<file path="src/rtl/seq_detector_param_pkg.sv">
// Shared types and legal-range constants for the parametrised sequence detector.
package seq_det_pkg;

  typedef enum logic {
    FILL  = 1'b0,
    ARMED = 1'b1
  } state_t;

  localparam int unsigned PAT_W_MIN = 2;
  localparam int unsigned PAT_W_MAX = 32;
  localparam int unsigned CNT_W_MIN = 1;
  localparam int unsigned CNT_W_MAX = 16;

  function automatic bit width_ok(input int unsigned w, input int unsigned lo,
                                  input int unsigned hi);
    return (w >= lo) && (w <= hi);
  endfunction

endpackage

</file>
<file path="src/rtl/seq_detector_param_if.sv">
// Data, configuration and status signals of the sequence detector.
interface seq_detector_param_if #(
  parameter int unsigned PAT_W = 4,
  parameter int unsigned CNT_W = 8
) ();

  logic             in_valid;
  logic             din;
  logic             cfg_load;
  logic [PAT_W-1:0] cfg_pattern;
  logic [PAT_W-1:0] cfg_mask;
  logic             cfg_overlap;
  logic             cnt_clr;
  logic             match;
  logic             armed;
  logic [CNT_W-1:0] match_cnt;

  modport master (
    output in_valid, din, cfg_load, cfg_pattern, cfg_mask, cfg_overlap, cnt_clr,
    input  match, armed, match_cnt
  );

  modport slave (
    input  in_valid, din, cfg_load, cfg_pattern, cfg_mask, cfg_overlap, cnt_clr,
    output match, armed, match_cnt
  );

endinterface

</file>
<file path="src/rtl/seq_detector_param_sat_counter.sv">
// Saturating up-counter with synchronous clear; clear beats increment.
module sat_counter #(
  parameter int unsigned CNT_W = 8
) (
  input  logic             clk,
  input  logic             rst_n,
  input  logic             inc,
  input  logic             clr,
  output logic [CNT_W-1:0] cnt
);

  always_ff @(posedge clk or negedge rst_n) begin
    if (!rst_n) begin
      cnt <= '0;
    end else if (clr) begin
      cnt <= '0;
    end else if (inc && (cnt != '1)) begin
      cnt <= cnt + CNT_W'(1);
    end
  end

endmodule

</file>
<file path="src/rtl/seq_detector_param.sv">
// Serial bit-pattern detector with runtime pattern, don't-care mask and overlap mode.
module seq_detector_param
  import seq_det_pkg::*;
#(
  parameter int unsigned      PAT_W       = 4,
  parameter int unsigned      CNT_W       = 8,
  parameter logic [PAT_W-1:0] DEF_PATTERN = PAT_W'(4'b1010),
  parameter logic             DEF_OVERLAP = 1'b1
) (
  input logic                clk,
  input logic                rst_n,
  seq_detector_param_if.slave bus
);

  if (!width_ok(PAT_W, PAT_W_MIN, PAT_W_MAX)) begin : g_bad_pat_w
    $error("seq_detector_param: PAT_W out of range");
  end
  if (!width_ok(CNT_W, CNT_W_MIN, CNT_W_MAX)) begin : g_bad_cnt_w
    $error("seq_detector_param: CNT_W out of range");
  end

  localparam int unsigned       FILL_W    = $clog2(PAT_W + 1);
  localparam logic [FILL_W-1:0] FILL_FULL = FILL_W'(PAT_W);

  state_t             state;
  state_t             state_upd;
  logic [PAT_W-1:0]   hist;
  logic [PAT_W-1:0]   hist_next;
  logic [PAT_W-1:0]   pattern;
  logic [PAT_W-1:0]   mask;
  logic               overlap;
  logic [FILL_W-1:0]  fill;
  logic [FILL_W-1:0]  fill_next;
  logic [FILL_W-1:0]  fill_upd;
  logic               accept;
  logic               hit;
  logic               match_q;
  logic [CNT_W-1:0]   cnt;

  // Match is judged on the window as it will be after this bit shifts in.
  always_comb begin
    accept    = bus.in_valid & ~bus.cfg_load;
    hist_next = hist;
    fill_next = fill;
    if (accept) begin
      hist_next = {hist[PAT_W-2:0], bus.din};
      if (state != ARMED) begin
        fill_next = fill + FILL_W'(1);
      end
    end
    hit = accept && (fill_next == FILL_FULL) &&
          (((hist_next ^ pattern) & ~mask) == '0);
    if (hit && !overlap) begin
      fill_upd  = '0;
      state_upd = FILL;
    end else begin
      fill_upd  = fill_next;
      state_upd = (fill_next == FILL_FULL) ? ARMED : FILL;
    end
  end

  always_ff @(posedge clk or negedge rst_n) begin
    if (!rst_n) begin
      state   <= FILL;
      hist    <= '0;
      fill    <= '0;
      pattern <= DEF_PATTERN;
      mask    <= '0;
      overlap <= DEF_OVERLAP;
      match_q <= 1'b0;
    end else if (bus.cfg_load) begin
      state   <= FILL;
      hist    <= '0;
      fill    <= '0;
      pattern <= bus.cfg_pattern;
      mask    <= bus.cfg_mask;
      overlap <= bus.cfg_overlap;
      match_q <= 1'b0;
    end else begin
      state   <= state_upd;
      hist    <= hist_next;
      fill    <= fill_upd;
      match_q <= hit;
    end
  end

  sat_counter #(
    .CNT_W(CNT_W)
  ) u_cnt (
    .clk  (clk),
    .rst_n(rst_n),
    .inc  (hit),
    .clr  (bus.cnt_clr),
    .cnt  (cnt)
  );

  assign bus.match     = match_q;
  assign bus.armed     = (state == ARMED);
  assign bus.match_cnt = cnt;

endmodule

</file>
<file path="src/flat_wrapper.sv">
// flat-port wrapper written by rule: the top's interface ports become plain ports
module seq_detector_param_flat import seq_det_pkg::*;
#(
  parameter int unsigned      PAT_W       = 4,
  parameter int unsigned      CNT_W       = 8,
  parameter logic [PAT_W-1:0] DEF_PATTERN = PAT_W'(4'b1010),
  parameter logic             DEF_OVERLAP = 1'b1
)
  (clk, rst_n, bus_in_valid, bus_din, bus_cfg_load, bus_cfg_pattern, bus_cfg_mask, bus_cfg_overlap, bus_cnt_clr, bus_match, bus_armed, bus_match_cnt);
  seq_detector_param_if #(.PAT_W(PAT_W), .CNT_W(CNT_W)) bus_i ();
  input logic clk;
  input logic rst_n;
  input wire logic [$bits(bus_i.in_valid)-1:0] bus_in_valid;
  input wire logic [$bits(bus_i.din)-1:0] bus_din;
  input wire logic [$bits(bus_i.cfg_load)-1:0] bus_cfg_load;
  input wire logic [$bits(bus_i.cfg_pattern)-1:0] bus_cfg_pattern;
  input wire logic [$bits(bus_i.cfg_mask)-1:0] bus_cfg_mask;
  input wire logic [$bits(bus_i.cfg_overlap)-1:0] bus_cfg_overlap;
  input wire logic [$bits(bus_i.cnt_clr)-1:0] bus_cnt_clr;
  output wire logic [$bits(bus_i.match)-1:0] bus_match;
  output wire logic [$bits(bus_i.armed)-1:0] bus_armed;
  output wire logic [$bits(bus_i.match_cnt)-1:0] bus_match_cnt;
  assign bus_i.in_valid = bus_in_valid;
  assign bus_i.din = bus_din;
  assign bus_i.cfg_load = bus_cfg_load;
  assign bus_i.cfg_pattern = bus_cfg_pattern;
  assign bus_i.cfg_mask = bus_cfg_mask;
  assign bus_i.cfg_overlap = bus_cfg_overlap;
  assign bus_i.cnt_clr = bus_cnt_clr;
  assign bus_match = bus_i.match;
  assign bus_armed = bus_i.armed;
  assign bus_match_cnt = bus_i.match_cnt;
  seq_detector_param #(.PAT_W(PAT_W), .CNT_W(CNT_W), .DEF_PATTERN(DEF_PATTERN), .DEF_OVERLAP(DEF_OVERLAP)) u_core (.clk(clk), .rst_n(rst_n), .bus(bus_i));
endmodule
</file>
<file path="config.mk">
export PLATFORM = sky130hd
export DESIGN_NAME = seq_detector_param_flat
export DESIGN_NICKNAME = d
export VERILOG_FILES = /design/src/rtl/seq_detector_param_pkg.sv /design/src/rtl/seq_detector_param_if.sv /design/src/rtl/seq_detector_param_sat_counter.sv /design/src/rtl/seq_detector_param.sv /design/src/flat_wrapper.sv
export SDC_FILE = /design/constraint.sdc
export NUM_CORES = 1
export LEC_CHECK = 0
export BUFFER_PORTS_ARGS = -buffer_cell sky130_fd_sc_hd__buf_2
export CAP_MARGIN = 40
export CORE_MARGIN = 5
export CORE_UTILIZATION = 54
export DETAILED_ROUTE_END_ITERATION = 10
export GPL_ROUTABILITY_DRIVEN = 1
export PLACE_DENSITY = 0.88
export RECOVER_POWER = 100
export SLEW_MARGIN = 10
export SYNTH_ARGS = -nofsm -noshare
export SYNTH_HDL_FRONTEND = slang
export SYNTH_HIERARCHICAL = 1
export SYNTH_SLANG_ARGS = --single-unit
export TNS_END_PERCENT = 100
</file>
<file path="constraint.sdc">
create_clock -name clk -period 3.7 [get_ports clk]
set_clock_uncertainty 0.15 [all_clocks]
set_input_delay 0.37 -clock clk [delete_from_list [all_inputs] [get_ports clk]]
set_output_delay 0.37 -clock clk [all_outputs]
set_load 0.005 [all_outputs]
</file>
==> metrics.yaml, run 1 <==
timing:
  drv_slew: 0
  layout_worst_path_cycle_share_pct: 82.2
  setup_tns_ns: 0
  setup_ws_ns: 0.659
  max_freq_ghz: 0.329
  tightest_slew_ns: 1.35
  rsz0062_at_grt: "no"
  final_hold_viol_count: 0
  max_slew_margin_pct: 10.1
  setup_viol: 0
  fin_crit_ns: 3.04
drt:
  post_drt_wl_per_cell_um: 14.6
  viasPerCell: 5.65
  drtAntennaViolNets: 0
  drc: 0
  routed_wl_um: 2560
  drt-initial-drc-count: 28
  dr.pass1.iters: 4
  num_vias: 988
clocking:
  cts_htree_levels: 1
  cts-root-buf: "clkbuf_4"
  cts_setup_buffers: 0
  cts.sinks: 26
  cts_tree: "yes"
  cts.path.max_buffers: 2
  clk_latency_ns: 0.32
  numCtsBuffers: 3
  clk_pin_slew_ns: 0.14
  ctsResizeCount: 0
synthesis:
  ys_seq_area_share_pct: 48.4
  avgSynthCellArea_um2: 11.2
  synthArstFlopShare_pct: 100
  syn_inst: 121
  yosys_warnings: 6
  synth_top_area_share_pct: 42.6
  yosysMostFrequentCell: "dfrtp_1"
  synthTopCellsByArea: "dfrtp_1, mux2i_1, mux2_2"
  yosys-top-cells-count: "dfrtp_1, nor2_1, mux2i_1, mux2_2, nor2b_1"
  synth_largest_area_cell: "dfrtp_1"
  ys_types: 38
  synth_enable_flop_cells: 0
  syn-num-nets: 138
  synth_area_mm2: 0.00135
  ys_seq_elements: 26
  synth_ff_type: "dfrtp_1"
power_and_ir_drop:
  p_int_w: 0.000439
  p_switching_w: 0.000124
  seq_power_share_pct: 55.2
  power.density_mw_per_mm2: 370
  total_power_w: 0.000564
  combPwrFrac_pct: 10.7
  p_leak_nw: 0.731
  p_sw_share_pct: 22.1
  power_frac_clock_pct: 34.2
  worst_ir_drop_vdd_mv: 0.229
layout:
  postLayoutCoreUtil_pct: 62.7
  layout-drive-gt1-share_pct: 28.3
  diodes: 0
  nets: 163
  num-fill-cells: 196
  syn_to_final_growth_pct: 12.9
worst_setup_path:
  worstPathArrival_ns: 3.09
  crit_path_end_kind: "register"
  cp-start-kind: "register"
  cp_max_fo: 9
  required_ns: 3.75
  criticalPathCategory: "reg2reg"
place:
  dp_hpwl_um: 1900
  gp_congestion: 0.823
  port_buffers: 24
  pre_cts_slack_ns: 0.527
global_routing:
  grt.total_usage_pct: 15.8
  grt_pass1_vias: 1008
  grt_first_pass_wirelength_um: 4360
  antenna_found_initial: 0
  grt_max_degree: 27
  grt_overflow: 0
floorplanning:
  core_mm2: 0.00243
  num_io_pins: 25
  start_util_pct: 55.6
  die_w_um: 60.0
  die_area_mm2: 0.00360
  die_y_um: 60.0
  core.rowCount: 18
hold_path:
  hp-class: "in2reg"
flow_run:
  max_cap_viol_count: 0
outcome:
  outcome: "finished, final reports clean"
-- cell families (layout without fill, tap and decap cells) --
family,Yosys count,after routing,share of synthesized area [%]
xor+xnor,4,4,2.59
fa+ha+maj,2,2,1.85
flops,26,26,48.4
simple gates,44,44,19.0
buf+inv,8,32,2.96
compound gates,15,15,7.96
mux,22,22,17.2
-- cell usage in the layout, fill, tap and decap left out, types with 2 or more instances in the layout --
master	synthesis	layout
dfrtp_1	23	23
buf_2	2	22
nor2_1	14	14
mux2i_1	12	12
mux2_2	10	10
nand2b_1	4	6
nor2b_1	5	5
nor3_1	4	4
clkbuf_4	0	3
xor2_1	3	3
inv_1	3	3
nand2_1	3	3
dfstp_2	3	3
a21oi_1	3	3
clkbuf_1	2	2
o31a_1	2	2
o21ai_0	2	2
ha_1	2	2
nand3_1	2	2
-- stage by stage --
step | hold WS [ns] | instances | cell area, µm²
final | 0.0999 | 175 | 1530
after global routing | 0.0812 | 175 | 1530
after CTS | 0.0916 | 175 | 1540
after detailed placement | 0.248 | 170 | 1480
after global placement | 0.236 | 170 | 1480
after floorplan | -0.0756 | 121 | 1350
-- metal layers --
layer	track usage [%]	part of all wire [%]	up-vias
li1	-	-	479
met1	20.3	44	485
met2	27.3	51	20
met3	1.51	3.2	4
met4	6.01	1.8	0
met5	0	0	-
-- worst max-delay path, stage by stage (launching register included) --
cell,delay [ns]
dfrtp_1,0.45
ha_1,0.32
or4b_1,0.53
o31a_1,0.14
nand2b_1,0.18
nor2_1,0.39
nand3_1,0.21
a2111oi_0,0.47
nor3b_1,0.09
-- worst paths after layout --
path	startpoint	to	slack [ns]	cells after the start
max reg2reg	u_core/fill[0]	u_core/u_cnt/cnt[5]	0.66	8
min in group asynchronous	rst_n	u_core/fill[0]	0.73	2
max	u_core/fill[0]	u_core/u_cnt/cnt[5]	0.66	8
min reg2reg	u_core/mask[0]	u_core/mask[0]	0.39	2
max in group asynchronous	rst_n	u_core/fill[2]	1.89	2
min	bus_cfg_mask[0]	u_core/mask[0]	0.1	3
-- state kept, by name, summed over array words and instances, names as in the netlist --
| signal | count |
|---|---|
| u_core/mask | 4 |
| u_core/u_cnt/cnt | 8 |
| u_core/overlap | 1 |
| u_core/bus.match | 1 |
| u_core/fill | 3 |
| u_core/pattern | 4 |
| u_core/bus.armed | 1 |
| u_core/hist | 4 |
-- power by group through the flow --
stage | registers, W | clock network [W] | logic, W
2_1_floorplan | 0.000313 | 0 | 0.0000433
3_3_place_gp | 0.000315 | 0 | 0.0000583
3_5_place_dp | 0.000316 | 0 | 0.0000621
4_1_cts | 0.000311 | 0.000198 | 0.0000630
5_1_grt | 0.000313 | 0.000211 | 0.0000670
6_report | 0.000311 | 0.000193 | 0.0000601
-- cell type report --
type / instances / area (µm²) / area share, %
timing repair buffer: 25 / 128 / 8.37
tap: 30 / 37.5 / 2.46
inverter: 3 / 11.3 / 0.738
clock inverter: 1 / 30.0 / 1.97
multi-input combinational: 87 / 642 / 42.1
clock buffer: 3 / 22.5 / 1.48
sequential: 26 / 654 / 42.9
-- repair_timing --
action,in CTS,in global routing
setup endpoints to repair,0,0
endpoints found under the hold margin,23,0
hold buffers,1,0
(Power assumes the default switching activity.)
==> run 2, diff against run 1 <==
--- a/config.mk
+++ b/config.mk
@@ -8,10 +8,10 @@
 export BUFFER_PORTS_ARGS = -buffer_cell sky130_fd_sc_hd__buf_2
 export CAP_MARGIN = 40
 export CORE_MARGIN = 5
-export CORE_UTILIZATION = 54
+export CORE_UTILIZATION = 49
 export DETAILED_ROUTE_END_ITERATION = 10
 export GPL_ROUTABILITY_DRIVEN = 1
-export PLACE_DENSITY = 0.88
+export PLACE_DENSITY = 0.85
 export RECOVER_POWER = 100
 export SLEW_MARGIN = 10
 export SYNTH_ARGS = -nofsm -noshare
==> constraint.sdc (replaced) <==
create_clock -name clk -period 2.5 [get_ports clk]
set_clock_uncertainty 0.15 [all_clocks]
set_input_delay 0.25 -clock clk [delete_from_list [all_inputs] [get_ports clk]]
set_output_delay 0.25 -clock clk [all_outputs]
set_load 0.005 [all_outputs]
==> metrics.yaml, run 2 (synthesis results as in run 1) <==
global_routing:
  antenna_found_initial: 0  # unchanged
  grt_pass1_vias: 1110  # +10%
  grt_max_degree: 27  # unchanged
  grt_overflow: 0  # unchanged
  grt_first_pass_wirelength_um: 5210  # +19%
  grt.total_usage_pct: 16.1  # +0.27 points
flow_run:
  max_cap_viol_count: 0  # unchanged
outcome:
  violations: "setup timing"
  outcome: "finished with violations"
power_and_ir_drop:
  p_int_w: 0.000672  # +53%
  power_frac_clock_pct: 33.3  # -0.9 points
  p_switching_w: 0.000193  # +56%
  power.density_mw_per_mm2: 483  # +31%
  p_sw_share_pct: 22.3  # +0.29 points
  p_leak_nw: 0.826  # +13%
  worst_ir_drop_vdd_mv: 0.324  # +41%
  combPwrFrac_pct: 13.7  # +3.0 points
  seq_power_share_pct: 53.0  # -2.2 points
  total_power_w: 0.000865  # +53%
layout:
  layout-drive-gt1-share_pct: 35.3  # +7.1 points
  largest_register_ffs: 8  # unchanged
  syn_to_final_growth_pct: 32.7
  instances_no_fill: 198  # +13%
  nets: 185  # +13%
  final_cell_mix: "dfrtp_1, buf_2, nor2_1"
  final_common_cell: "dfrtp_1"
  top_register: "u_core/u_cnt/cnt"
  multi_input_area_um2: 719  # +12%
  postLayoutCoreUtil_pct: 66.2  # +3.5 points
  regArea_um2: 654  # unchanged
  diodes: 0  # unchanged
  num-fill-cells: 219  # +12%
worst_setup_path:
  regToRegStartpoint: "u_core/fill[1]"
  worstPathArrival_ns: 2.69  # -0.40 ns
  crit_path_end_kind: "register"
  crit_end: "u_core/u_cnt/cnt[7]"
  timing.rr.end: "u_core/u_cnt/cnt[7]"
  reg2reg_depth: 9  # +1
  cp_max_fo: 4  # -5
  criticalPathCategory: "reg2reg"
  r2r_slack_ns: -0.09  # -0.75 ns
  cp-start-kind: "register"
  required_ns: 2.59  # -1.16 ns
  startpoint: "u_core/fill[1]"
floorplanning:
  core_mm2: 0.00271  # +11%
  core.rowCount: 19  # +1
  start_util_pct: 49.9  # -5.7 points
  die_w_um: 62.5  # +4.1%
  num_io_pins: 25  # unchanged
  die_area_mm2: 0.00391  # +8.5%
  die_y_um: 62.5  # +4.1%
drt:
  routed_wl_um: 2980  # +16%
  viasPerCell: 5.29  # -6.3%
  num_vias: 1047  # +6.0%
  post_drt_wl_per_cell_um: 15.1  # +2.8%
  drtAntennaViolNets: 0  # unchanged
  drc: 0  # unchanged
  dr.pass1.iters: 4  # unchanged
  drt-initial-drc-count: 34  # +21%
place:
  port_buffers: 24  # unchanged
  gp_congestion: 0.840  # +2.0%
  dp.cells: 180  # +5.9%
  pre_cts_slack_ns: -0.129  # -0.657 ns
  dp_hpwl_um: 1990  # +4.5%
clocking:
  cts.path.max_buffers: 2  # unchanged
  cts_htree_levels: 1  # unchanged
  cts-root-buf: "clkbuf_4"
  clk_latency_ns: 0.32  # about the same
  cts.sinks: 26  # unchanged
  numCtsBuffers: 3  # unchanged
  cts_tree: "yes"
  clk_pin_slew_ns: 0.15  # about the same
timing:
  max_freq_ghz: 0.386  # +17%
  drv_slew: 0  # unchanged
  final_hold_viol_count: 0  # unchanged
  setup_viol: 4  # +4
  rsz0062_at_grt: "yes"
  fin_crit_ns: 2.59  # -0.448 ns
  setup_ws_ns: -0.0935  # -0.752 ns
  layout_worst_path_cycle_share_pct: 104  # +22 points
  tightest_slew_ns: 1.34  # -0.00525 ns
  max_slew_margin_pct: 10.5  # +0.35 points
  whs_ns: 0.0479  # -0.0519 ns
hold_path:
  hp-class: "in2reg"
## run 2: cell count changes in the layout (fill, tap and decap cells not counted), moves of 2 or more
cell	change
clkbuf_1	+5
buf_6	+2
buf_4	+11
buf_2	-5
dlygate4sd3_1	+9
## run 2: what timing repair did
action,4_1_cts,5_1_grt
hold buffers,9,1
pin swaps,4,6
setup endpoints to repair,4,7
buffers inserted,1,4
cloned,0,0
endpoints found under the hold margin,31,1
resized for setup,3,11
## run 2: worst min-delay path by stage
| stage | from | depth (start not counted) | endpoint |
|---|---|---|---|
| floorplan | rst_n | 0 | u_core/bus.armed |
| global placement | rst_n | 1 | u_core/pattern[0] |
| detailed placement | rst_n | 1 | u_core/pattern[0] |
| CTS | bus_cfg_overlap | 2 | u_core/overlap |
| global route | bus_din | 3 | u_core/hist[0] |
| finish | bus_din | 3 | u_core/hist[0] |
## run 2: layer usage
metal / wire (µm) / GRT usage, % / vias to the layer above
li1: - / - / 517
met1: 1250 / 21.2 / 508
met2: 1590 / 26.3 / 20
met5: 0 / 0 / -
met4: 17 / 5.57 / 0
met3: 122 / 3.06 / 2
## run 2: cell type report
class | instances | share of cell area, %
clock buffers | 3 | 1.26
clock inverters | 1 | 1.67
inverters | 3 | 0.628
multi-input cells | 87 | 40.1
flip-flops and latches | 26 | 36.5
well taps | 31 | 2.16
repair buffers | 47 | 17.7
## run 2: per-stage QoR
stage,cell area (µm²),TNS [ns]
after global placement,1560,-0.0163
after floorplan,1360,-0.00265
after detailed placement,1560,-0.218
final,1790,-0.182
after CTS,1730,-0.145
after global routing,1790,-0.819
## run 2: power groups by stage
stage               Sequential [W]  Combinational (W)  Clock (W)
finish                    0.000459           0.000118   0.000288
global route              0.000462           0.000131   0.000322
CTS                       0.000458           0.000115   0.000295
detailed placement        0.000466           0.000103          0
global placement          0.000464          0.0000970          0
floorplan                 0.000463          0.0000641          0
## run 2: critical path: stages (launching register included)
cell      delay [ns]
dfrtp_1         0.41
ha_1            0.31
or4b_1          0.53
o31a_1          0.14
nand2b_4        0.16
nor2_4          0.09
buf_6           0.12
nand3_4         0.10
or3_4           0.35
a211oi_2        0.17
==> run 3, diff against run 2 <==
--- a/config.mk
+++ b/config.mk
@@ -8,11 +8,12 @@
 export BUFFER_PORTS_ARGS = -buffer_cell sky130_fd_sc_hd__buf_2
 export CAP_MARGIN = 40
 export CORE_MARGIN = 5
-export CORE_UTILIZATION = 49
+export CORE_UTILIZATION = 54
 export DETAILED_ROUTE_END_ITERATION = 10
 export GPL_ROUTABILITY_DRIVEN = 1
-export PLACE_DENSITY = 0.85
+export PLACE_DENSITY = 0.78
 export RECOVER_POWER = 100
+export REMOVE_ABC_BUFFERS = 1
 export SLEW_MARGIN = 10
 export SYNTH_ARGS = -nofsm -noshare
 export SYNTH_HDL_FRONTEND = slang
==> constraint.sdc (replaced) <==
create_clock -name clk -period 2.4 [get_ports clk]
set_clock_uncertainty 0.15 [all_clocks]
set_input_delay 0.24 -clock clk [delete_from_list [all_inputs] [get_ports clk]]
set_output_delay 0.24 -clock clk [all_outputs]
set_load 0.005 [all_outputs]
==> metrics.yaml, run 3 (synthesis results as in run 1) <==
global_routing:
  grt_pass1_vias: 1079  # -2.8%
  grt_overflow: 0  # unchanged
  antenna_found_initial: 0  # unchanged
  grt_first_pass_wirelength_um: 4840  # -7.0%
  grt.total_usage_pct: 17.8  # +1.8 points
  grt_max_degree: 27  # unchanged
hold_path:
  hp-class: "in2reg"
timing:
  max_slew_margin_pct: 9.54  # -0.91 points
  max_freq_ghz: 0.394  # +2.2%
  drv_slew: 0  # unchanged
  layout_worst_path_cycle_share_pct: 106  # +2.0 points
  fin_crit_ns: 2.54  # -0.0559 ns
  final_hold_viol_count: 0  # unchanged
  rsz0062_at_grt: "yes"
  setup_ws_ns: -0.138  # -0.0441 ns
  tightest_slew_ns: 1.36  # +0.0136 ns
  setup_tns_ns: -0.487  # -0.305 ns
  setup_viol: 6  # +2
layout:
  final_common_cell: "dfrtp_1"
  largest_register_ffs: 8  # unchanged
  nets: 189  # +2.2%
  postLayoutCoreUtil_pct: 74.0  # +7.9 points
  fin_area_mm2: 0.00180  # +0.42%
  top_register: "u_core/u_cnt/cnt"
  instances_no_fill: 201  # +1.5%
  num-fill-cells: 167  # -24%
  layout-drive-gt1-share_pct: 37.4  # +2.1 points
  syn_to_final_growth_pct: 33.2
  diodes: 0  # unchanged
  final_cell_mix: "dfrtp_1, buf_2, buf_4"
place:
  placed_cell_area_mm2: 0.00157  # +0.80%
  dp.cells: 182  # +1.1%
  dp_hpwl_um: 1980  # -0.40%
  gp_congestion: 0.822  # -2.2%
  port_buffers: 24  # unchanged
clocking:
  cts_htree_levels: 1  # unchanged
  cts.path.max_buffers: 2  # unchanged
  cts_tree: "yes"
  cts.sinks: 26  # unchanged
  clk_latency_ns: 0.31  # about the same
  cts-root-buf: "clkbuf_4"
  numCtsBuffers: 3  # unchanged
  clk_pin_slew_ns: 0.14  # about the same
floorplanning:
  start_util_pct: 55.6  # +5.7 points
  die_area_mm2: 0.00360  # -7.8%
  core_mm2: 0.00243  # -10%
  die_y_um: 60.0  # -4.0%
  core.rowCount: 18  # -1
  num_io_pins: 25  # unchanged
  die_w_um: 60.0  # -4.0%
worst_setup_path:
  worstPathArrival_ns: 2.60  # -0.09 ns
  worst_path_max_delay_cell: "or4b_1"
  criticalPathCategory: "reg2reg"
  critical-path-top-delay-family: "simple AND/OR/NAND/NOR gates"
  cp-start-kind: "register"
  crit_chain: "ha_1, or4b_1, o31a_1, nand2b_4, nor2_4, nand4_1, a21oi_2, mux2_4"
  crit_path_end_kind: "register"
  cp_max_fo: 4  # unchanged
  cpPeakStageDelay_ns: 0.47  # -0.06 ns
  required_ns: 2.46  # -0.13 ns
  worst-path-buf-inv: 0  # -1
drt:
  drc: 0  # unchanged
  post_drt_wl_per_cell_um: 14.9  # -0.77%
  num_vias: 1104  # +5.4%
  drtAntennaViolNets: 0  # unchanged
  drt-initial-drc-count: 25  # -26%
  routed_wl_um: 3000  # +0.74%
  viasPerCell: 5.49  # +3.9%
  dr.pass1.iters: 4  # unchanged
power_and_ir_drop:
  p_leak_nw: 0.839  # +1.6%
  power.density_mw_per_mm2: 462  # -4.3%
  worst_ir_drop_vdd_mv: 0.336  # +3.8%
  total_power_w: 0.000831  # -3.9%
flow_run:
  max_cap_viol_count: 0  # unchanged
outcome:
  violations: "setup timing"
  outcome: "finished with violations"
## run 3: cell count changes in the layout (fill, tap and decap cells not counted), sizes merged
cell / delta
buf: +5
bufinv: -1
clkbuf: +1
dlygate4sd3: -1
## run 3: area by class of cell
| type | instances | area [µm²] | share of cell area (%) |
|---|---|---|---|
| clock buffers | 4 | 36.3 | 2.02 |
| multi-input cells | 87 | 721 | 40.0 |
| flip-flops and latches | 26 | 654 | 36.3 |
| repair buffers | 51 | 340 | 18.9 |
| inverters | 3 | 11.3 | 0.625 |
| well taps | 30 | 37.5 | 2.08 |
## run 3: what timing repair did
item,CTS,global route
setup endpoints to repair,7,7
hold buffers,9,0
resized for setup,8,7
endpoints found under the hold margin,31,0
pin swaps,5,5
setup buffers,2,4
## run 3: power breakdown
part           switching [W]  internal [W]  leakage, nW
clock network       0.000125     0.0000926       0.0210
registers          0.0000143      0.000463        0.337
logic              0.0000572     0.0000794        0.480
total               0.000196      0.000635        0.839
## run 3: worst paths after layout
| path | from | to | slack [ns] | cells after the start |
|---|---|---|---|---|
| setup / recovery | u_core/fill[0] | u_core/u_cnt/cnt[3] | -0.14 | 8 |
| hold / removal | bus_cfg_mask[1] | u_core/mask[1] | 0.02 | 2 |
| setup reg to reg | u_core/fill[0] | u_core/u_cnt/cnt[3] | -0.14 | 8 |
| hold reg to reg | u_core/mask[2] | u_core/mask[2] | 0.38 | 1 |
| max in group asynchronous | rst_n | u_core/u_cnt/cnt[1] | 0.72 | 2 |
| min in group asynchronous | rst_n | u_core/pattern[0] | 0.60 | 2 |
## run 3: stage by stage
step | hold WS (ns) | setup WS [ns]
after detailed placement | 0.123 | -0.325
after floorplan | -0.206 | -0.301
after CTS | 0.00750 | -0.0848
after global routing | 0.00765 | -0.192
after global placement | 0.118 | -0.173
final | 0.0185 | -0.138
## run 3: metal layers
metal / share of wire, % / global-route usage, % / vias up
met4: 3.6 / 6.65 / 0
met3: 5.4 / 2.81 / 11
li1: - / - / 533
met2: 50 / 30.7 / 33
met1: 41 / 22.3 / 527
met5: 0 / 0 / -
